## src/rtl/spi_ram_arbiter.sv

```systemverilog
// rtl/spi_ram_arbiter.sv - round-robin arbiter sharing one RAM command port between requesters A and B
module spi_ram_arbiter #(
  parameter int ADDR_W  = 8,
  parameter int TIMEOUT = 4
) (
  input  logic              clk,
  input  logic              rst_n,
  input  logic              a_req_valid,
  output logic              a_req_ready,
  input  logic              a_req_we,
  input  logic [ADDR_W-1:0] a_req_addr,
  input  logic [ADDR_W-1:0] a_req_wdata,
  output logic              a_rsp_valid,
  input  logic              b_req_valid,
  output logic              b_req_ready,
  input  logic              b_req_we,
  input  logic [ADDR_W-1:0] b_req_addr,
  input  logic [ADDR_W-1:0] b_req_wdata,
  output logic              b_rsp_valid,
  output logic [ADDR_W-1:0] rsp_rdata,
  output logic              rsp_err,
  output logic [ADDR_W+1:0] ram_din,
  output logic              ram_rx_valid,
  input  logic [ADDR_W-1:0] ram_dout,
  input  logic              ram_tx_valid
);

  typedef enum logic [1:0] {IDLE, CMD1, CMD2, WAIT_RD} state_t;

  state_t            state;
  logic              last_grant;  // 1 = B was granted last
  logic              owner;       // 1 = B owns the current transaction
  logic              we_q;
  logic [ADDR_W-1:0] addr_q;
  logic [ADDR_W-1:0] wdata_q;
  logic [3:0]        cnt;

  logic              grant_a;
  logic              grant_b;
  logic              sel_we;
  logic [ADDR_W-1:0] sel_addr;
  logic [ADDR_W-1:0] sel_wdata;

  always_comb begin
    grant_a   = (state == IDLE) && a_req_valid && (!b_req_valid || last_grant);
    grant_b   = (state == IDLE) && b_req_valid && !grant_a;
    sel_we    = grant_a ? a_req_we    : b_req_we;
    sel_addr  = grant_a ? a_req_addr  : b_req_addr;
    sel_wdata = grant_a ? a_req_wdata : b_req_wdata;
  end

  assign a_req_ready = grant_a;
  assign b_req_ready = grant_b;

  always_ff @(posedge clk) begin
    if (!rst_n) begin
      state        <= IDLE;
      last_grant   <= 1'b1;
      owner        <= 1'b0;
      we_q         <= 1'b0;
      addr_q       <= '0;
      wdata_q      <= '0;
      cnt          <= '0;
      ram_din      <= '0;
      ram_rx_valid <= 1'b0;
      rsp_rdata    <= '0;
      rsp_err      <= 1'b0;
      a_rsp_valid  <= 1'b0;
      b_rsp_valid  <= 1'b0;
    end else begin
      a_rsp_valid <= 1'b0;
      b_rsp_valid <= 1'b0;
      case (state)
        IDLE: begin
          if (grant_a || grant_b) begin
            we_q         <= sel_we;
            addr_q       <= sel_addr;
            wdata_q      <= sel_wdata;
            owner        <= grant_b;
            last_grant   <= grant_b;
            ram_din      <= {(sel_we ? 2'b00 : 2'b10), sel_addr};
            ram_rx_valid <= 1'b1;
            state        <= CMD1;
          end
        end
        CMD1: begin
          ram_din <= {(we_q ? 2'b01 : 2'b11), (we_q ? wdata_q : {ADDR_W{1'b0}})};
          state   <= CMD2;
        end
        CMD2: begin
          ram_rx_valid <= 1'b0;
          if (we_q) begin
            a_rsp_valid <= !owner;
            b_rsp_valid <= owner;
            rsp_err     <= 1'b0;
            rsp_rdata   <= '0;
            state       <= IDLE;
          end else begin
            cnt   <= '0;
            state <= WAIT_RD;
          end
        end
        WAIT_RD: begin
          // ram_tx_valid was cleared by the RAM on CMD1, so any high here is fresh
          if (ram_tx_valid) begin
            a_rsp_valid <= !owner;
            b_rsp_valid <= owner;
            rsp_rdata   <= ram_dout;
            rsp_err     <= 1'b0;
            state       <= IDLE;
          end else if (cnt == 4'(TIMEOUT - 1)) begin
            a_rsp_valid <= !owner;
            b_rsp_valid <= owner;
            rsp_rdata   <= '0;
            rsp_err     <= 1'b1;
            state       <= IDLE;
          end else begin
            cnt <= cnt + 4'd1;
          end
        end
        default: state <= IDLE;
      endcase
    end
  end

endmodule

```

## config.mk

```make
export PLATFORM = sky130hd
export DESIGN_NAME = spi_ram_arbiter
export DESIGN_NICKNAME = d
export VERILOG_FILES = /design/src/rtl/spi_ram_arbiter.sv
export SDC_FILE = /design/constraint.sdc
export NUM_CORES = 1
export LEC_CHECK = 0
export BUFFER_PORTS_ARGS = -buffer_cell sky130_fd_sc_hd__clkbuf_2
export CAP_MARGIN = 30
export CORE_MARGIN = 8
export CORE_UTILIZATION = 32
export DETAILED_ROUTE_END_ITERATION = 10
export GPL_TIMING_DRIVEN = 0
export PLACE_DENSITY_LB_ADDON = 0.2
export SYNTH_ARGS = -nofsm -noshare
export SYNTH_HDL_FRONTEND = slang
export SYNTH_SLANG_ARGS = --single-unit
```

## constraint.sdc

```tcl
create_clock -name clk -period 1.8 [get_ports clk]
set_input_delay 0.09 -clock clk [delete_from_list [all_inputs] [get_ports clk]]
set_output_delay 0.09 -clock clk [all_outputs]
set_load 0.01 [all_outputs]
```

==> impl_metrics.csv, run 1 <==
group,metric,value,unit
yosys,ys_seq_area_frac,0.413,
grt,grt_max_degree,14,
grt,antenna_found_initial,0,
yosys,synthXorXnorAreaFrac,0.00927,
flow_run,drv_cap,0,
floorplan,dieHeight,92.9,µm
grt,grt_pass1_wl,8890,µm
grt,grt_use_total,0.126,
clock_network,insertion_delay,0.28,ns
hold_path,hp-class,"input port to register",
yosys,post_synth_num_cell_types,44,
timing,finalSetupViolCount,0,
clock_network,htreeDepth,2,
yosys,synth_nets,268,
worst_setup_path,cp-end-kind,"output pin",
yosys,syn_avg_cell_area,8.59,µm²
clock_network,cts_buffer_depth,2,
timing,slew_headroom,0.595,
hold_path,min_path_cells,3,
hold_path,hold_start,"b_req_wdata[5]",
timing,finalCritPeriodShare,0.955,
worst_setup_path,r2r_slack,0.28,ns
route,drt-wirelength-per-cell,14.9,µm
timing,finClkSkew,0.00574,ns
floorplan,fp.coreArea,0.00582,mm²
yosys,synthCells,220,
cells_and_area,antenna_cells,0,
timing,worst_pin_slew,0.605,ns
route,vias,1835,
timing,timing.fmax,582,MHz
clock_network,numCtsBuffers,5,
floorplan,die-area,0.00862,mm²
yosys,yosys_warnings,0,
timing,hold_violations,0,
yosys,synth_seq_cells,39,
placement,dpl.hpwl,4230,µm
cells_and_area,syn_to_final_growth,29.5,%
yosys,synth_edf_count,0,
route,wirelength,5550,µm
cells_and_area,drive_gt1_frac,0.329,
clock_network,cts.sinks,39,
worst_setup_path,r2r_start,"state[0]$_SDFFE_PN0P_",
yosys,synth-main-ff-cell,"dfxtp_1",
cells_and_area,fill_cells,647,
floorplan,die_w,92.9,µm
cells_and_area,multiInputGateArea,991,µm²
yosys,synthesis.area,0.00189,mm²
placement,gp_congestion,0.805,
worst_setup_path,critical_path_peak_fanout,10,
pwr,p_per_area,944,mW/mm²
clock_network,cts_tree,"yes",
route,drc_errors,0,
cells_and_area,seq_area,781,µm²
yosys,synth_simple_gate_area_share,0.232,
pwr,p_leak,1.07,nW
hold_path,min_to,"wdata_q[5]$_SDFFE_PN0P_",
route,drt-vias-per-instance,4.92,
pwr,ir_drop,0.372,mV
worst_setup_path,cp.required,1.71,ns
cells_and_area,fin_util,0.421,
route,initialDrtViolationCount,81,
timing,maxSlewViolCount,0,
placement,port_buffers,70,
clock_network,cts_hold_buf,0,
yosys,async_reset_ff_frac,0,
cells_and_area,final_nets,345,
worst_setup_path,startpoint_type,"register",
route,drtAntennaViolNets,0,
cells_and_area,fin_area,0.00245,mm²
timing,holdWs,0.0442,ns
run_status,status,"finished clean",
yosys,synth_top_family_by_area,"compound AO/OA/AOI/OAI gates",
clock_network,root_buffer,"clkbuf_8",
yosys,synth_fa_ha_area_frac,0.00662,
timing,rsz0062_at_grt,"yes",
worst_setup_path,reg2reg_depth,5,
route,drt_first_pass_iters,4,
worst_setup_path,r2r-end,"ram_din[5]$_SDFFE_PN0P_",
yosys,synth_compound_area_frac,0.265,
yosys,synthMuxAreaShare,0.0113,
worst_setup_path,arrival,1.63,ns
floorplan,pin_count,71,
worst_setup_path,worstSetupPathType,"register to output pin",
floorplan,fp-row-count,28,
floorplan,initial_core_util,0.325,
grt,overflow,0,
placement,dpl_cell_area,0.00233,mm²
clock_network,path_clk_slew,0.08,ns
timing,min_period,1.72,ns
grt,grt_pass1_vias,1831,
==> report_power, final <==
group / switching (mW) / total [mW] / internal, mW
sequential: 0.0551 / 1.01 / 0.954
clock: 0.313 / 0.726 / 0.413
combinational: 0.332 / 0.576 / 0.244
total: 0.700 / 2.31 / 1.61
==> metal layers <==
layer / wire length (µm) / track usage
met1: 2550 / 0.169
met2: 2510 / 0.188
met3: 431 / 0.0413
met4: 58 / 0.0336
met5: 0 / 0
==> Yosys cell counts, types with 5 or more instances <==
master	number	area [µm²]
a311oi_1	8	70.1
nor2_1	23	86.3
a21boi_0	8	60.1
clkbuf_1	6	22.5
inv_1	6	22.5
buf_2	5	25.0
dfxtp_1	39	781
o21ai_0	12	60.1
o21bai_1	8	60.1
and4_1	8	70.1
a21oi_1	13	65.1
nand2_1	22	82.6
a211oi_1	8	60.1
a22oi_1	8	60.1
==> worst max-delay path: stages, from the launching register on <==
cell and delay [ns]:
dfxtp_1 0.30, buf_2 0.18, nor2_4 0.21, nand2_1 0.28, a21oi_1 0.21, clkbuf_2 0.16
==> per-stage QoR <==
| step | cells | setup TNS (ns) | power [mW] | setup WS [ns] |
|---|---|---|---|---|
| final | 373 | 0 | 2.31 | 0.0808 |
| after global routing | 373 | -0.112 | 2.45 | -0.0682 |
| after CTS | 373 | 0 | 2.35 | 0.0470 |
| after detailed placement | 365 | 0 | 1.61 | 0.267 |
| after global placement | 365 | 0 | 1.61 | 0.281 |
| after floorplan | 220 | 0 | 1.39 | 0.457 |
==> sequential cells by signal, summed over array words and instances, names as in the netlist, 2 cells and up <==
name and flops:
state 2, ram_din 10, wdata_q 8, rsp_rdata 8, cnt 4
==> layout by cell type, fill, tap and decap left out, types with 2 or more instances in the layout <==
master and n:
buf_2 5, clkbuf_1 6, dfxtp_1 39, nor2_1 23, nor2b_1 2, nor3_1 4
a311oi_1 8, a211oi_1 8, o21ai_2 2, xnor2_1 2, o21bai_1 8, nor3b_1 2
a21oi_1 13, clkbuf_2 70, and2_1 3, and3_1 3, clkbuf_8 5, buf_6 2
a22oi_1 8, a21boi_0 8, nand2b_1 2, o21ai_0 12, and4_1 8, a31oi_1 2
nand2_1 22, buf_4 3, inv_1 6
==> cell type report <==
class	count	area share
sequential	39	0.319
buffer	17	0.0394
multi-input combinational	158	0.405
clock buffer	5	0.0281
clock inverter	3	0.0179
tap	75	0.0383
inverter	6	0.00920
timing repair buffer	70	0.143
==> worst max path at each step <==
| stage | endpoint | start | slack (ns) | depth (start not counted) |
|---|---|---|---|---|
| floorplan | cnt[2]$_SDFFE_PN0P_ | cnt[0]$_SDFFE_PN0P_ | 0.46 | 5 |
| global placement | ram_din[7]$_SDFFE_PN0P_ | state[0]$_SDFFE_PN0P_ | 0.28 | 5 |
| detailed placement | ram_din[5]$_SDFFE_PN0P_ | state[0]$_SDFFE_PN0P_ | 0.27 | 5 |
| CTS | a_req_ready | state[1]$_SDFFE_PN0P_ | 0.05 | 6 |
| global route | a_req_ready | state[1]$_SDFFE_PN0P_ | -0.07 | 6 |
| finish | b_req_ready | state[1]$_SDFFE_PN0P_ | 0.08 | 5 |
==> logic make-up (layout without fill, tap and decap cells) <==
group | after synthesis | count (layout)
flip-flops | 39 | 39
XOR/XNOR | 2 | 2
multiplexers | 2 | 2
buffers and inverters | 23 | 101
AO/OA/AOI/OAI | 74 | 74
AND/OR/NAND/NOR | 79 | 79
adder cells (fa/ha/maj) | 1 | 1
==> what timing repair did <==
action                     in CTS  in global routing
resized for setup               0                  0
setup endpoints to repair       0                  2
hold endpoints to repair        0                  0
setup buffers                   0                  0
Power figures use the tool's default switching activity.
==> run 2: changes to the inputs <==
==> constraint.sdc (replaced) <==
create_clock -name clk -period 1.8 [get_ports clk]
set_input_delay 0.36 -clock clk [delete_from_list [all_inputs] [get_ports clk]]
set_output_delay 0.36 -clock clk [all_outputs]
set_load 0.01 [all_outputs]
==> impl_metrics.csv, run 2 (synthesized netlist as in run 1, its figures left out) <==
group,metric,value,unit
clock_network,path_clk_slew,0.08,ns
pwr,pwr-share-seq,0.423,
placement,placedCellCount,365,
hold_path,hp-class,"input port to register",
worst_setup_path,path_cells,"nand2b_1, buf_4, buf_4, a21oi_1, buf_2",
grt,grt_pass1_vias,1837,
worst_setup_path,critical_path_peak_fanout,10,
worst_setup_path,r2r_start,"state[0]$_SDFFE_PN0P_",
worst_setup_path,worstSetupPathType,"register to output pin",
floorplan,pin_count,71,
worst_setup_path,reg2reg_depth,5,
floorplan,fp-row-count,28,
floorplan,fp.coreArea,0.00582,mm²
pwr,pwr-share-comb,0.271,
route,vias,1869,
placement,dpl.hpwl,4230,µm
clock_network,cts_hold_buf,0,
pwr,p_switching,0.723,mW
route,drt-vias-per-instance,4.87,
cells_and_area,drive_gt1_frac,0.356,
grt,overflow,0,
pwr,p_clk_frac,0.306,
worst_setup_path,max_stage_delay,0.33,ns
grt,met1_usage,0.166,
worst_setup_path,cp_num_cells,5,
placement,port_buffers,70,
worst_setup_path,cp-end-kind,"output pin",
route,wirelength,5600,µm
timing,rsz0062_at_grt,"no",
clock_network,cts_tree,"yes",
timing,finalSetupViolCount,0,
route,drtAntennaViolNets,0,
grt,busiest_layer,"met2",
cells_and_area,finalNonFillerCells,384,
clock_network,numCtsBuffers,5,
pwr,p_per_area,936,mW/mm²
worst_setup_path,slowest_stage,"dfxtp_1",
clock_network,insertion_delay,0.28,ns
clock_network,htreeDepth,2,
cells_and_area,antenna_cells,0,
worst_setup_path,cp_num_buf_inv,3,
pwr,p_sw_frac,0.303,
timing,finalCritPeriodShare,0.967,
cells_and_area,mostFrequentLayoutCell,"clkbuf_2",
grt,grt_max_degree,19,
worst_setup_path,arrival,1.38,ns
timing,maxSlewViolCount,0,
run_status,status,"finished clean",
hold_path,min_to,"wdata_q[5]$_SDFFE_PN0P_",
grt,antenna_found_initial,0,
pwr,p_int,1.66,mW
worst_setup_path,crit_family,"buffers and inverters",
route,initialDrtViolationCount,68,
floorplan,die-area,0.00862,mm²
cells_and_area,mostFrequentLayoutCells,"clkbuf_2 (69), dfxtp_1 (39), nor2_1 (23)",
floorplan,die_w,92.9,µm
placement,gp_congestion,0.805,
placement,dpl_cell_area,0.00233,mm²
worst_setup_path,r2r-end,"ram_din[5]$_SDFFE_PN0P_",
grt,grt_pass1_wl,8830,µm
grt,grt_use_met3,0.0413,
pwr,p_leak,1.13,nW
timing,min_period,1.74,ns
grt,grtUsageMet2,0.189,
floorplan,initial_core_util,0.325,
route,drt_first_pass_iters,4,
timing,slew_headroom,0.581,
timing,finClkSkew,0.00834,ns
hold_path,min_path_cells,3,
cells_and_area,largest_register_ffs,10,
pwr,ir_drop,0.400,mV
timing,worst_pin_slew,0.627,ns
timing,timing.fmax,575,MHz
worst_setup_path,startpoint_type,"register",
worst_setup_path,r2r_slack,0.26,ns
timing,hold_violations,0,
cells_and_area,fin_area,0.00255,mm²
cells_and_area,syn_to_final_growth,34.9,%
cells_and_area,final_nets,356,
worst_setup_path,cp_common_cell,"buf_4",
flow_run,drv_cap,0,
floorplan,dieHeight,92.9,µm
route,drc_errors,0,
cells_and_area,top_register,"ram_din",
grt,grt_use_total,0.125,
clock_network,cts_buffer_depth,2,
timing,tns,0,ns
cells_and_area,fill_cells,633,
hold_path,hold_start,"b_req_wdata[5]",
worst_setup_path,cp.required,1.44,ns
clock_network,cts.sinks,39,
clock_network,root_buffer,"clkbuf_8",
route,drt-wirelength-per-cell,14.6,µm
cells_and_area,top_regs,"ram_din (10), rsp_rdata (8), wdata_q (8)",
[run 2: repair_timing]
item                                   in CTS  in global routing
buffers inserted                            2                 10
endpoints found under the hold margin       0                  0
pin swaps                                   2                  3
resized for setup                           4                  3
setup endpoints to repair                   2                  2
[run 2: worst max path at each step]
stage | start | end | slack [ns]
detailed placement | b_req_valid | a_req_ready | 0.002
floorplan | state[1]$_SDFFE_PN0P_ | a_req_ready | 0.40
global route | last_grant$_SDFFE_PN1P_ | b_req_ready | 0.004
finish | last_grant$_SDFFE_PN1P_ | b_req_ready | 0.06
global placement | b_req_valid | a_req_ready | -0.01
CTS | state[1]$_SDFFE_PN0P_ | a_req_ready | 0.008
[run 2: cell type report]
| type | count | area [µm²] | share of cell area |
|---|---|---|---|
| Clock inverter | 3 | 43.8 | 0.0172 |
| Inverter | 6 | 22.5 | 0.00883 |
| Clock buffer | 5 | 68.8 | 0.0270 |
| Multi-Input combinational cell | 158 | 1010 | 0.395 |
| Timing Repair Buffer | 82 | 440 | 0.173 |
| Buffer | 16 | 93.8 | 0.0368 |
| Sequential cell | 39 | 781 | 0.306 |
| Tap cell | 75 | 93.8 | 0.0368 |
[run 2: per-stage QoR]
| stage | setup WS (ns) | util | power [mW] | hold WS [ns] |
|---|---|---|---|---|
| after floorplan | 0.404 | - | 1.39 | 0.408 |
| after global placement | -0.0126 | 0.401 | 1.61 | 0.444 |
| after detailed placement | 0.00164 | 0.401 | 1.61 | 0.441 |
| after CTS | 0.00792 | 0.425 | 2.37 | 0.304 |
| after global routing | 0.00391 | 0.438 | 2.52 | 0.317 |
| final | 0.0596 | 0.438 | 2.39 | 0.313 |
[run 2: per-layer routing]
layer,vias to the layer above,wire length (µm),share of wire
met2,39,2550,0.46
met4,0,58,0.010
met3,4,322,0.058
met1,854,2670,0.48
met5,-,0,0
li1,972,-,-
[run 2: power by group through the flow]
stage / registers [mW] / clock network (mW) / logic (mW)
final: 1.01 / 0.731 / 0.646
after global routing: 1.02 / 0.789 / 0.710
after CTS: 1.01 / 0.754 / 0.603
after detailed placement: 1.03 / 0 / 0.582
after global placement: 1.03 / 0 / 0.576
after floorplan: 1.04 / 0 / 0.353
[run 2: worst register-to-register path: cells and delay by family, from the launching register on]
kind	cells	cell delay, ns
AOI/OAI and AO/OA	2	0.30
buffers and inverters	1	0.17
DFF	1	0.44
and+or+nand+nor	2	0.57
